`src/rtl/sentinel_pkg.sv`:
```
// Shared types and default parameters for the entropy arbiter and its helpers.
package sentinel_pkg;

    typedef enum logic [2:0] {
        RESTART = 3'd0,
        COLLECT = 3'd1,
        TEST    = 3'd2,
        FULL    = 3'd3,
        FAULT   = 3'd4
    } arb_state_e;

    localparam int SEED_WIDTH_DEF = 256;
    localparam int ONES_LO_DEF    = 96;
    localparam int ONES_HI_DEF    = 160;

endpackage

```
`src/rtl/sentinel_rr_picker.sv`:
```
// Combinational round-robin picker: first set request at or after ptr,
// wrapping modulo N. Reusable by other schedulers.
module sentinel_rr_picker #(
    parameter int N = 4,
    parameter int W = (N > 1) ? $clog2(N) : 1
) (
    input  logic [N-1:0] req,
    input  logic [W-1:0] ptr,
    output logic [N-1:0] gnt,
    output logic [W-1:0] idx,
    output logic         any
);

    logic [W:0]   sum_s;
    logic [W-1:0] pos_s;

    // Scan requesters starting at ptr and keep the first one found.
    always_comb begin
        gnt   = '0;
        idx   = '0;
        any   = 1'b0;
        sum_s = '0;
        pos_s = '0;
        for (int i = 0; i < N; i++) begin
            sum_s = {1'b0, ptr} + (W+1)'(i);
            if (sum_s >= (W+1)'(N)) begin
                pos_s = W'(sum_s - (W+1)'(N));
            end else begin
                pos_s = sum_s[W-1:0];
            end
            if (!any && req[pos_s]) begin
                any      = 1'b1;
                gnt[pos_s] = 1'b1;
                idx      = pos_s;
            end else begin
                any = any;
            end
        end
    end

endmodule

```
`src/rtl/sentinel_entropy_arbiter.sv`:
```
// Sequences the ring-oscillator harvester, health-tests each word with a
// monobit popcount window, buffers one good seed and hands it out once by
// round-robin. Repeated health failures latch a sticky fault.
module sentinel_entropy_arbiter
    import sentinel_pkg::*;
#(
    parameter int NUM_REQ    = 4,
    parameter int SEED_WIDTH = SEED_WIDTH_DEF,
    parameter int ONES_LO    = ONES_LO_DEF,
    parameter int ONES_HI    = ONES_HI_DEF,
    parameter int MAX_FAIL   = 3,
    parameter int TIMEOUT    = 1024
) (
    input  logic                          clk,
    input  logic                          rst_n,
    output logic                          harv_rst_n,
    input  logic [SEED_WIDTH-1:0]         harv_entropy,
    input  logic                          harv_ready,
    input  logic [NUM_REQ-1:0]            req,
    output logic [NUM_REQ-1:0]            gnt,
    output logic [SEED_WIDTH-1:0]         seed_out,
    output logic                          fault,
    input  logic                          clear_fault,
    output logic [$clog2(MAX_FAIL+1)-1:0] fail_cnt
);

    localparam int PW  = (NUM_REQ > 1) ? $clog2(NUM_REQ) : 1;
    localparam int FW  = $clog2(MAX_FAIL + 1);
    localparam int TW  = (TIMEOUT > 1) ? $clog2(TIMEOUT) : 1;
    localparam int PCW = $clog2(SEED_WIDTH + 1);

    // Number of ones in a harvested word.
    function automatic logic [PCW-1:0] popcount(input logic [SEED_WIDTH-1:0] w);
        logic [PCW-1:0] c;
        c = '0;
        for (int i = 0; i < SEED_WIDTH; i++) begin
            c = c + {{(PCW-1){1'b0}}, w[i]};
        end
        return c;
    endfunction

    arb_state_e              state_r;
    logic                    restart_cnt_r;
    logic [TW-1:0]           timer_r;
    logic [SEED_WIDTH-1:0]   cand_r;
    logic [SEED_WIDTH-1:0]   buf_r;
    logic [PW-1:0]           ptr_r;
    logic [FW-1:0]           fail_cnt_r;
    logic                    fault_r;
    logic [NUM_REQ-1:0]      gnt_r;
    logic [SEED_WIDTH-1:0]   seed_r;
    logic                    harv_rst_n_r;

    logic [NUM_REQ-1:0]      pick_gnt_s;
    logic [PW-1:0]           pick_idx_s;
    logic                    pick_any_s;
    logic [PW-1:0]           ptr_next_s;
    logic [PCW-1:0]          ones_s;
    logic                    pass_s;
    logic [FW-1:0]           fail_inc_s;
    logic                    fail_max_s;

    sentinel_rr_picker #(.N(NUM_REQ), .W(PW)) u_picker (
        .req (req),
        .ptr (ptr_r),
        .gnt (pick_gnt_s),
        .idx (pick_idx_s),
        .any (pick_any_s)
    );

    // Health verdict, failure escalation and next RR pointer.
    always_comb begin
        ones_s     = popcount(cand_r);
        pass_s     = (ones_s >= PCW'(ONES_LO)) && (ones_s <= PCW'(ONES_HI));
        fail_inc_s = fail_cnt_r + FW'(1);
        fail_max_s = (fail_inc_s == FW'(MAX_FAIL));
        if (pick_idx_s == PW'(NUM_REQ - 1)) begin
            ptr_next_s = '0;
        end else begin
            ptr_next_s = pick_idx_s + PW'(1);
        end
    end

    // Sequencer FSM with all outputs registered.
    always_ff @(posedge clk or negedge rst_n) begin
        if (!rst_n) begin
            state_r       <= RESTART;
            restart_cnt_r <= 1'b0;
            timer_r       <= '0;
            cand_r        <= '0;
            buf_r         <= '0;
            ptr_r         <= '0;
            fail_cnt_r    <= '0;
            fault_r       <= 1'b0;
            gnt_r         <= '0;
            seed_r        <= '0;
            harv_rst_n_r  <= 1'b0;
        end else begin
            gnt_r  <= '0;
            seed_r <= '0;
            case (state_r)
                RESTART: begin
                    harv_rst_n_r <= 1'b0;
                    if (restart_cnt_r) begin
                        restart_cnt_r <= 1'b0;
                        timer_r       <= '0;
                        harv_rst_n_r  <= 1'b1;
                        state_r       <= COLLECT;
                    end else begin
                        restart_cnt_r <= 1'b1;
                    end
                end
                COLLECT: begin
                    if (harv_ready) begin
                        cand_r  <= harv_entropy;
                        state_r <= TEST;
                    end else if (timer_r == TW'(TIMEOUT - 1)) begin
                        // A silent harvester is treated like a failed word.
                        fail_cnt_r    <= fail_inc_s;
                        harv_rst_n_r  <= 1'b0;
                        restart_cnt_r <= 1'b0;
                        if (fail_max_s) begin
                            fault_r <= 1'b1;
                            state_r <= FAULT;
                        end else begin
                            state_r <= RESTART;
                        end
                    end else begin
                        timer_r <= timer_r + TW'(1);
                    end
                end
                TEST: begin
                    cand_r <= '0;
                    if (pass_s) begin
                        buf_r      <= cand_r;
                        fail_cnt_r <= '0;
                        state_r    <= FULL;
                    end else begin
                        fail_cnt_r    <= fail_inc_s;
                        harv_rst_n_r  <= 1'b0;
                        restart_cnt_r <= 1'b0;
                        if (fail_max_s) begin
                            fault_r <= 1'b1;
                            state_r <= FAULT;
                        end else begin
                            state_r <= RESTART;
                        end
                    end
                end
                FULL: begin
                    if (pick_any_s) begin
                        // Deliver once, then forget the seed.
                        gnt_r         <= pick_gnt_s;
                        seed_r        <= buf_r;
                        buf_r         <= '0;
                        ptr_r         <= ptr_next_s;
                        harv_rst_n_r  <= 1'b0;
                        restart_cnt_r <= 1'b0;
                        state_r       <= RESTART;
                    end else begin
                        state_r <= FULL;
                    end
                end
                FAULT: begin
                    buf_r        <= '0;
                    harv_rst_n_r <= 1'b0;
                    if (clear_fault) begin
                        fault_r       <= 1'b0;
                        fail_cnt_r    <= '0;
                        restart_cnt_r <= 1'b0;
                        state_r       <= RESTART;
                    end else begin
                        fault_r <= 1'b1;
                    end
                end
                default: begin
                    harv_rst_n_r  <= 1'b0;
                    restart_cnt_r <= 1'b0;
                    state_r       <= RESTART;
                end
            endcase
        end
    end

    assign harv_rst_n = harv_rst_n_r;
    assign gnt        = gnt_r;
    assign seed_out   = seed_r;
    assign fault      = fault_r;
    assign fail_cnt   = fail_cnt_r;

endmodule
```
`config.mk`:
```
export PLATFORM = sky130hd
export DESIGN_NAME = sentinel_entropy_arbiter
export DESIGN_NICKNAME = d
export VERILOG_FILES = /design/src/rtl/sentinel_pkg.sv /design/src/rtl/sentinel_rr_picker.sv /design/src/rtl/sentinel_entropy_arbiter.sv
export SDC_FILE = /design/constraint.sdc
export NUM_CORES = 1
export LEC_CHECK = 0
export BUFFER_PORTS_ARGS = -buffer_cell sky130_fd_sc_hd__buf_2
export CAP_MARGIN = 5
export CORE_ASPECT_RATIO = 1.4
export CORE_UTILIZATION = 50
export DETAILED_ROUTE_END_ITERATION = 6
export PLACE_DENSITY = 0.74
export RECOVER_POWER = 25
export SLEW_MARGIN = 20
export SYNTH_ARGS = -nofsm -noshare
export SYNTH_HDL_FRONTEND = slang
export SYNTH_SLANG_ARGS = --single-unit
```
`constraint.sdc`:
```
create_clock -name clk -period 7.89 [get_ports clk]
set_input_delay 0.3945 -clock clk [delete_from_list [all_inputs] [get_ports clk]]
set_output_delay 0.3945 -clock clk [all_outputs]
set_load 0.005 [all_outputs]
```
==> results.yml <==
synth:
  syn_inst: 3346
  post_synth_and_or_nand_nor_area_fraction: 0.1177
  ys_types: 53
  synth_ff_type: "dfrtp_1"
  synth_seq_area_share: 0.5319
  yosysTopAreaCell: "dfrtp_1"
  yosysMostFrequentCell: "dfrtp_1"
  synth_common_cells: "dfrtp_1, nand2_1, inv_1"
  synthesis.area_per_instance_um2: 11.14
  synth_warnings: 0
  async_reset_ff_frac: 1.000
  synth_top_cell_area_share: 0.5319
  synth-edff-count: 0
  syn_area_um2: 37260
  ys_top_cells_by_area: "dfrtp_1, fa_1, nand2_1"
  synth_mux_area_frac: 0.04355
  synth_fp_nets: 3901
  synth_fa_ha_area_frac: 0.1465
  synth_top_family_by_area: "adder cells"
  synth_xor_area_frac: 0.003291
  synth_compound_area_frac: 0.08962
  synth-seq-cells: 792
die:
  rows: 118
  dieArea_um2: 75640
  initial_core_util: 0.5048
  placeableCoreArea_um2: 73820
  io_pins: 528
  die_h_um: 325.0
  die_w_um: 232.7
drt:
  via_count: 27994
  vias_per_cell: 5.345
  drt-wirelength-per-cell_um: 22.55
  first_pass_iters: 7
  wl_met3_mm: 6.112
  ant_nets: 0
  dr.max_layer_used: "met5"
  drt_iter0_markers: 1871
  route.met2.wl_mm: 59.34
  wl_met1_mm: 46.10
  drc_errors: 1
  routed_wl_mm: 118.1
timing:
  final_max_slew_viol_count: 238
  fin_crit_sh: 1.127
  finalSetupViolCount: 264
  worst_pin_slew_ns: 4.724
  fin_skew_ns: 0.02316
  slew_headroom: -2.150
  rsz0062_at_grt: "true"
  max_freq_mhz: 112.5
  finalHoldViolCount: 0
  min_period_ns: 8.890
  fin_ws_ns: -0.9999
cts:
  clk_pin_slew_worst_paths_ns: 0.06
  cts.sinks: 792
  cts_buffers: 77
  cts_max_level: 3
  clock_latency_ns: 0.65
  tritoncts: "yes"
  clk_path_buf_depth: 3
  root_buffer: "clkbuf_16"
placement:
  post-dp-hpwl_mm: 77.65
  gp_congestion: 0.8855
  io_buffers: 527
worst_setup_path:
  cp-start-kind: "register"
  slowest_delay_ns: 0.58
  critical_path_buf_inv_count: 11
  endpoint_kind: "register"
  path_class: "reg -> reg"
  path_max_fanout: 7
  cpLargestDelayFamily: "adder cells"
  cp.required_ns: 8.44
  cp.arrival_ns: 9.44
  crit_top_cell: "fa_1"
  slowest_stage: "fa_1"
global_route:
  first_global_vias: 29205
  grt_use_total: 0.3072
  antenna_found_initial: 6
  grt_max_degree: 210
  grt_first_pass_wirelength_mm: 173.8
  overflow: 0
layout:
  area_delta_synth_final_pct: 28.42
  regArea_um2: 19820
  layout.nets: 4775
  final_util: 0.6482
  multiInputGateArea_um2: 15310
  n_fill_cell: 5639
  final_layout_size_suffix_gt1_frac: 0.1970
status:
  violations: "DRC, capacitance limit, slew limit, setup timing"
  status: "complete, but fails checks"
worst_hold_path:
  min_path_type: "in -> reg"
flow_run:
  cap_viol_max_count: 3
## flip-flops by register name (all words and copies together) (netlist names), named ones only
signal	count
state_r	3
fail_cnt	2
cand_r	256
seed_out	256
restart_cnt_r	1
harv_rst_n	1
fault	1
gnt	4
buf_r	256
ptr_r	1
timer_r	10
## worst min-delay path, stage by stage
cell and delay [ns]:
buf_2 0.10, nand2_1 0.05, o31ai_1 0.06
## cells by family after synthesis
family                   Yosys count
XOR/XNOR                          14
multiplexers                     161
AND/OR/NAND/NOR                  966
buffers and inverters            609
flip-flops                       792
adder cells (fa/ha/maj)          291
AO/OA/AOI/OAI                    513
## worst paths after layout
kind                                         startpoint                      end  slack [ns]  cells past startpoint
min in group asynchronous                         rst_n    buf_r[81]$_DFFE_PN0P_        2.02                      2
worst max-delay path            cand_r[119]$_DFFE_PN0P_   buf_r[107]$_DFFE_PN0P_        -1.0                     30
worst max register to register  cand_r[119]$_DFFE_PN0P_   buf_r[107]$_DFFE_PN0P_        -1.0                     30
worst min-delay path                   harv_entropy[24]   cand_r[24]$_DFFE_PN0P_        0.01                      3
max in group asynchronous                         rst_n  cand_r[169]$_DFFE_PN0P_        0.99                      3
worst min register to register   buf_r[185]$_DFFE_PN0P_  seed_out[185]$_DFF_PN0_        0.47                      1
## per-layer routing
metal  vias up  track usage
met5         -            0
met4         8       0.1556
met3       295      0.04129
met2      1110       0.5074
met1     14197       0.3964
li1      12384            -
## metrics by stage
stage | instance area [µm²] | std cells | setup slack [ns] | hold slack [ns] | TNS [ns]
2_1_floorplan | 37450 | 3346 | -0.2510 | 0.09891 | -57.60
6_report | 47850 | 5237 | -0.9999 | 0.01194 | -217.05
5_1_grt | 47850 | 5237 | -1.321 | 0.01173 | -315.60
3_5_place_dp | 42070 | 4828 | -0.9264 | 0.4507 | -230.96
4_1_cts | 47100 | 5200 | -0.8425 | 0.00001138 | -205.09
3_3_place_gp | 42070 | 4828 | -0.8746 | 0.4501 | -221.20
## cells in the final DEF, fill, tap and decap left out, types with 7 or more instances in the layout
master,netlist,layout
o211ai_1,104,104
clkinv_2,0,12
clkbuf_16,0,97
buf_8,0,7
o31ai_1,155,155
a21oi_1,11,8
buf_4,25,181
dlygate4sd3_1,0,227
o21ai_0,127,111
buf_2,20,372
inv_1,400,395
fa_1,242,238
nor2_1,42,40
o21ai_2,1,63
dfrtp_1,792,792
clkbuf_1,142,173
buf_16,0,7
mux2i_1,156,149
clkbuf_8,0,10
and2_1,258,257
nand2_1,630,630
mux2i_2,2,8
ha_1,49,48
o21ai_1,87,40
xor2_1,8,8
buf_12,0,31
## timing repair
action                                  CTS  global route
hold buffers                            227             0
resized for setup                        40            92
setup buffers                             9            11
hold endpoints to repair                308             0
pin swaps                                23            45
endpoints found under the setup margin  264           264
gates cloned                              2            25
## final cells by class
class / instances / area share
multi-input cells: 1945 / 0.3200
inverters: 400 / 0.03138
clock inverters: 24 / 0.006380
flip-flops and latches: 792 / 0.4142
repair buffers: 1004 / 0.1561
well taps: 960 / 0.02510
diodes: 2 / 0.0001046
clock buffers: 110 / 0.04673
Power is not shown: default switching activity piles up to over one toggle a cycle in this logic, so the estimate is an artifact.
